[config.mk]
export PLATFORM = sky130hd
export DESIGN_NAME = sdnet_to_mtpsa_flat
export DESIGN_NICKNAME = d
export VERILOG_FILES = /design/src/rtl/sdnet_to_mtpsa_if.sv /design/src/rtl/sdnet_to_mtpsa.sv /design/src/flat_wrapper.sv
export SDC_FILE = /design/constraint.sdc
export NUM_CORES = 1
export LEC_CHECK = 0
export CORE_AREA = 2 2 339 341
export DETAILED_ROUTE_END_ITERATION = 8
export DIE_AREA = 0 0 341 343
export GPL_ROUTABILITY_DRIVEN = 0
export PLACE_DENSITY = 0.45
export RECOVER_POWER = 25
export SYNTH_ARGS = -nofsm -noshare
export SYNTH_HDL_FRONTEND = slang
export SYNTH_SLANG_ARGS = --single-unit
[constraint.sdc]
create_clock -name axis_aclk -period 6.1 [get_ports axis_aclk]
set_input_delay 1.22 -clock axis_aclk [delete_from_list [all_inputs] [get_ports axis_aclk]]
set_output_delay 1.22 -clock axis_aclk [all_outputs]
set_load 0.01 [all_outputs]
[src/rtl/sdnet_to_mtpsa_if.sv]
// Stream and tuple signals between SDNet's egress, the adapter and the SUME datapath.
// The slave view is the adapter; the master view is the surrounding environment.
interface sdnet_to_mtpsa_if #(
    parameter int TDATA_WIDTH = 256,
    parameter int TUPLE_WIDTH = 128
);
    logic                       SDNet_out_TVALID;
    logic [TDATA_WIDTH-1:0]     SDNet_out_TDATA;
    logic [TDATA_WIDTH/8-1:0]   SDNet_out_TKEEP;
    logic                       SDNet_out_TLAST;
    logic                       SDNet_out_TREADY;
    logic                       SDNet_tuple_VALID;
    logic [TUPLE_WIDTH-1:0]     SDNet_tuple_DATA;
    logic [TDATA_WIDTH-1:0]     m_axis_tdata;
    logic [TDATA_WIDTH/8-1:0]   m_axis_tkeep;
    logic [TUPLE_WIDTH-1:0]     m_axis_tuser;
    logic                       m_axis_tvalid;
    logic                       m_axis_tlast;
    logic                       m_axis_tready;

    modport slave (
        input  SDNet_out_TVALID, SDNet_out_TDATA, SDNet_out_TKEEP, SDNet_out_TLAST,
        input  SDNet_tuple_VALID, SDNet_tuple_DATA, m_axis_tready,
        output SDNet_out_TREADY, m_axis_tdata, m_axis_tkeep, m_axis_tuser,
        output m_axis_tvalid, m_axis_tlast
    );

    modport master (
        output SDNet_out_TVALID, SDNet_out_TDATA, SDNet_out_TKEEP, SDNet_out_TLAST,
        output SDNet_tuple_VALID, SDNet_tuple_DATA, m_axis_tready,
        input  SDNet_out_TREADY, m_axis_tdata, m_axis_tkeep, m_axis_tuser,
        input  m_axis_tvalid, m_axis_tlast
    );
endinterface

[src/rtl/sdnet_to_mtpsa.sv]
// Egress adapter: queues SDNet metadata tuples and attaches each one to the tuser of
// the first beat of the next packet forwarded to SUME, stalling SDNet until one exists.
module sdnet_to_mtpsa #(
    parameter int TDATA_WIDTH      = 256,
    parameter int TUPLE_WIDTH      = 128,
    parameter int TUPLE_FIFO_DEPTH = 4
) (
    input  logic                axis_aclk,
    input  logic                axis_resetn,
    sdnet_to_mtpsa_if.slave     bus,
    output logic                tuple_overflow,
    output logic [31:0]         pkt_count
);
    localparam int AW = $clog2(TUPLE_FIFO_DEPTH);

    typedef enum logic {FIRST, BODY} state_t;
    state_t state, state_nx;

    logic [TUPLE_WIDTH-1:0] fifo_mem [TUPLE_FIFO_DEPTH];
    logic [AW-1:0]          wr_ptr, rd_ptr;
    logic [AW:0]            count;
    logic                   empty, full, push, pop, drop, pkt_done, beat_hs;

    assign empty   = (count == '0);
    assign full    = (count == (AW+1)'(TUPLE_FIFO_DEPTH));
    assign beat_hs = bus.SDNet_out_TVALID && bus.m_axis_tready;

    assign bus.m_axis_tdata = bus.SDNet_out_TDATA;
    assign bus.m_axis_tkeep = bus.SDNet_out_TKEEP;
    assign bus.m_axis_tlast = bus.SDNet_out_TVALID && bus.SDNet_out_TLAST;

    always_comb begin
        state_nx             = state;
        bus.m_axis_tvalid    = 1'b0;
        bus.SDNet_out_TREADY = 1'b0;
        bus.m_axis_tuser     = '0;
        pop                  = 1'b0;
        pkt_done             = 1'b0;
        case (state)
            FIRST: begin
                // A first beat may only leave once its tuple is at the FIFO head.
                if (!empty) begin
                    bus.m_axis_tvalid    = bus.SDNet_out_TVALID;
                    bus.SDNet_out_TREADY = bus.m_axis_tready;
                    bus.m_axis_tuser     = fifo_mem[rd_ptr];
                    if (beat_hs) begin
                        pop = 1'b1;
                        if (bus.SDNet_out_TLAST) pkt_done = 1'b1;
                        else                     state_nx = BODY;
                    end
                end
            end
            BODY: begin
                bus.m_axis_tvalid    = bus.SDNet_out_TVALID;
                bus.SDNet_out_TREADY = bus.m_axis_tready;
                if (beat_hs && bus.SDNet_out_TLAST) begin
                    pkt_done = 1'b1;
                    state_nx = FIRST;
                end
            end
        endcase
    end

    // A pop in the same cycle frees a slot, so a full FIFO can still take the push.
    assign push = bus.SDNet_tuple_VALID && (!full || pop);
    assign drop = bus.SDNet_tuple_VALID && full && !pop;

    always_ff @(posedge axis_aclk or negedge axis_resetn) begin
        if (!axis_resetn) begin
            state          <= FIRST;
            wr_ptr         <= '0;
            rd_ptr         <= '0;
            count          <= '0;
            tuple_overflow <= 1'b0;
            pkt_count      <= '0;
        end else begin
            state <= state_nx;
            if (push) wr_ptr <= wr_ptr + 1'b1;
            if (pop)  rd_ptr <= rd_ptr + 1'b1;
            count <= count + (AW+1)'(push) - (AW+1)'(pop);
            if (drop)     tuple_overflow <= 1'b1;
            if (pkt_done) pkt_count <= pkt_count + 32'd1;
        end
    end

    always_ff @(posedge axis_aclk) begin
        if (push) fifo_mem[wr_ptr] <= bus.SDNet_tuple_DATA;
    end
endmodule

[src/flat_wrapper.sv]
// flat-port wrapper written by rule: the top's interface ports become plain ports
module sdnet_to_mtpsa_flat 
#(
    parameter int TDATA_WIDTH      = 256,
    parameter int TUPLE_WIDTH      = 128,
    parameter int TUPLE_FIFO_DEPTH = 4
)
  (axis_aclk, axis_resetn, tuple_overflow, pkt_count, bus_SDNet_out_TVALID, bus_SDNet_out_TDATA, bus_SDNet_out_TKEEP, bus_SDNet_out_TLAST, bus_SDNet_tuple_VALID, bus_SDNet_tuple_DATA, bus_m_axis_tready, bus_SDNet_out_TREADY, bus_m_axis_tdata, bus_m_axis_tkeep, bus_m_axis_tuser, bus_m_axis_tvalid, bus_m_axis_tlast);
  sdnet_to_mtpsa_if #(.TDATA_WIDTH(TDATA_WIDTH), .TUPLE_WIDTH(TUPLE_WIDTH)) bus_i ();
  input  logic axis_aclk;
  input  logic axis_resetn;
  output logic tuple_overflow;
  output logic [31:0] pkt_count;
  input wire logic [$bits(bus_i.SDNet_out_TVALID)-1:0] bus_SDNet_out_TVALID;
  input wire logic [$bits(bus_i.SDNet_out_TDATA)-1:0] bus_SDNet_out_TDATA;
  input wire logic [$bits(bus_i.SDNet_out_TKEEP)-1:0] bus_SDNet_out_TKEEP;
  input wire logic [$bits(bus_i.SDNet_out_TLAST)-1:0] bus_SDNet_out_TLAST;
  input wire logic [$bits(bus_i.SDNet_tuple_VALID)-1:0] bus_SDNet_tuple_VALID;
  input wire logic [$bits(bus_i.SDNet_tuple_DATA)-1:0] bus_SDNet_tuple_DATA;
  input wire logic [$bits(bus_i.m_axis_tready)-1:0] bus_m_axis_tready;
  output wire logic [$bits(bus_i.SDNet_out_TREADY)-1:0] bus_SDNet_out_TREADY;
  output wire logic [$bits(bus_i.m_axis_tdata)-1:0] bus_m_axis_tdata;
  output wire logic [$bits(bus_i.m_axis_tkeep)-1:0] bus_m_axis_tkeep;
  output wire logic [$bits(bus_i.m_axis_tuser)-1:0] bus_m_axis_tuser;
  output wire logic [$bits(bus_i.m_axis_tvalid)-1:0] bus_m_axis_tvalid;
  output wire logic [$bits(bus_i.m_axis_tlast)-1:0] bus_m_axis_tlast;
  assign bus_i.SDNet_out_TVALID = bus_SDNet_out_TVALID;
  assign bus_i.SDNet_out_TDATA = bus_SDNet_out_TDATA;
  assign bus_i.SDNet_out_TKEEP = bus_SDNet_out_TKEEP;
  assign bus_i.SDNet_out_TLAST = bus_SDNet_out_TLAST;
  assign bus_i.SDNet_tuple_VALID = bus_SDNet_tuple_VALID;
  assign bus_i.SDNet_tuple_DATA = bus_SDNet_tuple_DATA;
  assign bus_i.m_axis_tready = bus_m_axis_tready;
  assign bus_SDNet_out_TREADY = bus_i.SDNet_out_TREADY;
  assign bus_m_axis_tdata = bus_i.m_axis_tdata;
  assign bus_m_axis_tkeep = bus_i.m_axis_tkeep;
  assign bus_m_axis_tuser = bus_i.m_axis_tuser;
  assign bus_m_axis_tvalid = bus_i.m_axis_tvalid;
  assign bus_m_axis_tlast = bus_i.m_axis_tlast;
  sdnet_to_mtpsa #(.TDATA_WIDTH(TDATA_WIDTH), .TUPLE_WIDTH(TUPLE_WIDTH), .TUPLE_FIFO_DEPTH(TUPLE_FIFO_DEPTH)) u_core (.axis_aclk(axis_aclk), .axis_resetn(axis_resetn), .bus(bus_i), .tuple_overflow(tuple_overflow), .pkt_count(pkt_count));
endmodule
==> out/results.ini <==
[critical_path]
worstPathRequired_ps=4880
critPathArrivalTime_ps=3440
crit_path_end_kind=output port
ff2ff_setup_slack_ps=3630
worst-setup-path-type=reg -> out
worst_setup_path_start_kind=flip-flop
crit_fanout=38

[sta]
slew_headroom=0.334
post-route-min-period_ps=4660
setup-violations-final=0
clock_skew_ps=22.5
tightest_slew_ps=1000
post-route-period-util=0.763
fin_setup_tns_ps=0
slew_violations=0
finalWorstSetupSlack_ps=1440
rsz0062_at_grt=false
fmax_ghz=0.215
hold_viol_final=0

[global_route]
grt_max_degree=71
grt_first_pass_wirelength_um=133000
grt_pass1_vias=12200
grt_overflow=0
antenna_found_initial=44
groute.usage.overall=0.174

[yosys]
syn_area_per_cell_um2=18.5
synth_enable_flop_cells=512
synth_cells=1271
ys.flop_type=edfxtp_1
ys_types=35
ys_seq_area_frac=0.698
synthesis.nets=1700
async_reset_ff_frac=0.0741
ys.warnings.count=0
synth-seq-cells=553
netlist_area_um2=23500

[cts]
cts_setup_buffers=0
cts_hold_buf=0
root_buffer=clkbuf_16
cts_buffers=60
cts_sinks=553
cts_resized=0
clkTransAtPathRegs_ps=60
clock_latency_ps=640
ctsHtreeMaxLevel=2
cts_tree=yes
clockBufferDepth=3

[detailed_routing]
avgRoutedWirePerCell_um=36.6
vias=11500
routed_wl_um=105000
via_per_inst=4.00
drtIter0Drc=679
route.detailed.drc=0
postRouteAntennaNets=0
dr.pass1.iters=4

[placement]
pre_cts_slack_ps=1980
dp_hpwl_um=84100
numPortBuffers=297

[floorplanning]
io-pin-count=874
die_y_um=343
coreArea_um2=113000
placement_rows=124
initial_core_util=0.207
dieArea_um2=117000
die_x_um=341

[cells_and_area]
layout-drive-gt1-share=0.185
final_common_cell=edfxtp_1
layout_common_cells=edfxtp_1 (512), clkdlybuf4s50_1 (197), nor2b_1 (130)
nets=1743
n_fill_cell=11500
syn2layout_area_growth_pct=20.1

[worst_hold_path]
hp-class=reg -> reg

[power]
ir_drop_uv=286
power.leakage_uw=0.00891
pwr_density_cell_nw_per_um2=454

[flow_run]
maxCapViolCount=0

[status]
status=complete, no violations

where the power goes:
part | internal [uW] | switching, uW | leakage [uW]
sequential | 4960 | 339 | 0.00523
combinational | 1950 | 1940 | 0.00271
clock | 2110 | 1510 | 0.000969
metrics by stage:
stage | area (um^2) | util | total power, uW | hold WS (ps) | cells
floorplan | 23500 | - | 7750 | 507 | 1271
global placement | 26200 | 0.231 | 9380 | 465 | 2764
detailed placement | 26200 | 0.231 | 9380 | 473 | 2764
CTS | 28200 | 0.249 | 13100 | 484 | 2877
global route | 28200 | 0.249 | 13400 | 510 | 2878
finish | 28200 | 0.249 | 12800 | 482 | 2880
kinds of logic after synthesis:
logic type | count (synthesis) | share of synthesized area
multiplexers | 130 | 0.124
AND/OR/NAND/NOR | 202 | 0.0550
adder cells (fa/ha/maj) | 7 | 0.00405
AO/OA/AOI/OAI | 4 | 0.00117
flip-flops | 553 | 0.698
XOR/XNOR | 36 | 0.0134
buffers and inverters | 339 | 0.104
critical path, cell delays in order (launching register included):
cell and delay, ps:
dfrtp_4 980, buf_12 370, mux4_2 560, nor2b_1 150, clkdlybuf4s50_1 580
path summary, 6_finish.rpt:
kind                                           start                endpoint  cells past startpoint
worst max-delay path                u_core.rd_ptr[0]    bus_m_axis_tuser[84]                      4
worst min-delay path            u_core.pkt_count[31]    u_core.pkt_count[31]                      1
worst max register to register          u_core.state  u_core.fifo_mem[2][73]                      3
worst min register to register  u_core.pkt_count[31]    u_core.pkt_count[31]                      1
max in group asynchronous                axis_resetn        u_core.rd_ptr[0]                      1
min in group asynchronous                axis_resetn     u_core.pkt_count[8]                      1
Yosys cell counts (9+ instances only):
cell | instances | share of area
clkbuf_1 | 13 | 0.0021
edfxtp_1 | 512 | 0.65
dfrtp_1 | 41 | 0.044
xnor2_1 | 28 | 0.010
buf_6 | 9 | 0.0043
buf_1 | 9 | 0.0014
nor2b_1 | 130 | 0.035
buf_4 | 290 | 0.093
and3_1 | 11 | 0.0029
buf_2 | 13 | 0.0028
nand4_1 | 13 | 0.0035
nand3_1 | 14 | 0.0030
mux4_2 | 128 | 0.12
layer usage:
layer | part of all wire | vias up | wire length (um) | global-route usage
li1 | - | 4632 | - | -
met1 | 0.25 | 5794 | 26500 | 0.131
met2 | 0.48 | 894 | 50500 | 0.289
met3 | 0.25 | 162 | 26300 | 0.201
met4 | 0.018 | 30 | 1880 | 0.0303
met5 | 0.0017 | - | 184 | 0
area by class of cell:
type	instances	area, um^2	area share
clock buffer	74	1590	0.0565
inverter	5	18.8	0.000666
clock inverter	39	365	0.0130
tap	1512	1890	0.0671
multi-input combinational	379	4660	0.165
antenna	3	7.51	0.000266
timing repair buffer	315	3250	0.115
sequential	553	16400	0.582
registers in the layout, summed over array words and instances (netlist names):
signal / count
u_core.count: 3
u_core.fifo_mem: 512
u_core.pkt_count: 32
u_core.rd_ptr: 2
u_core.state: 1
u_core.tuple_overflow: 1
u_core.wr_ptr: 2
(Power assumes the default switching activity.)
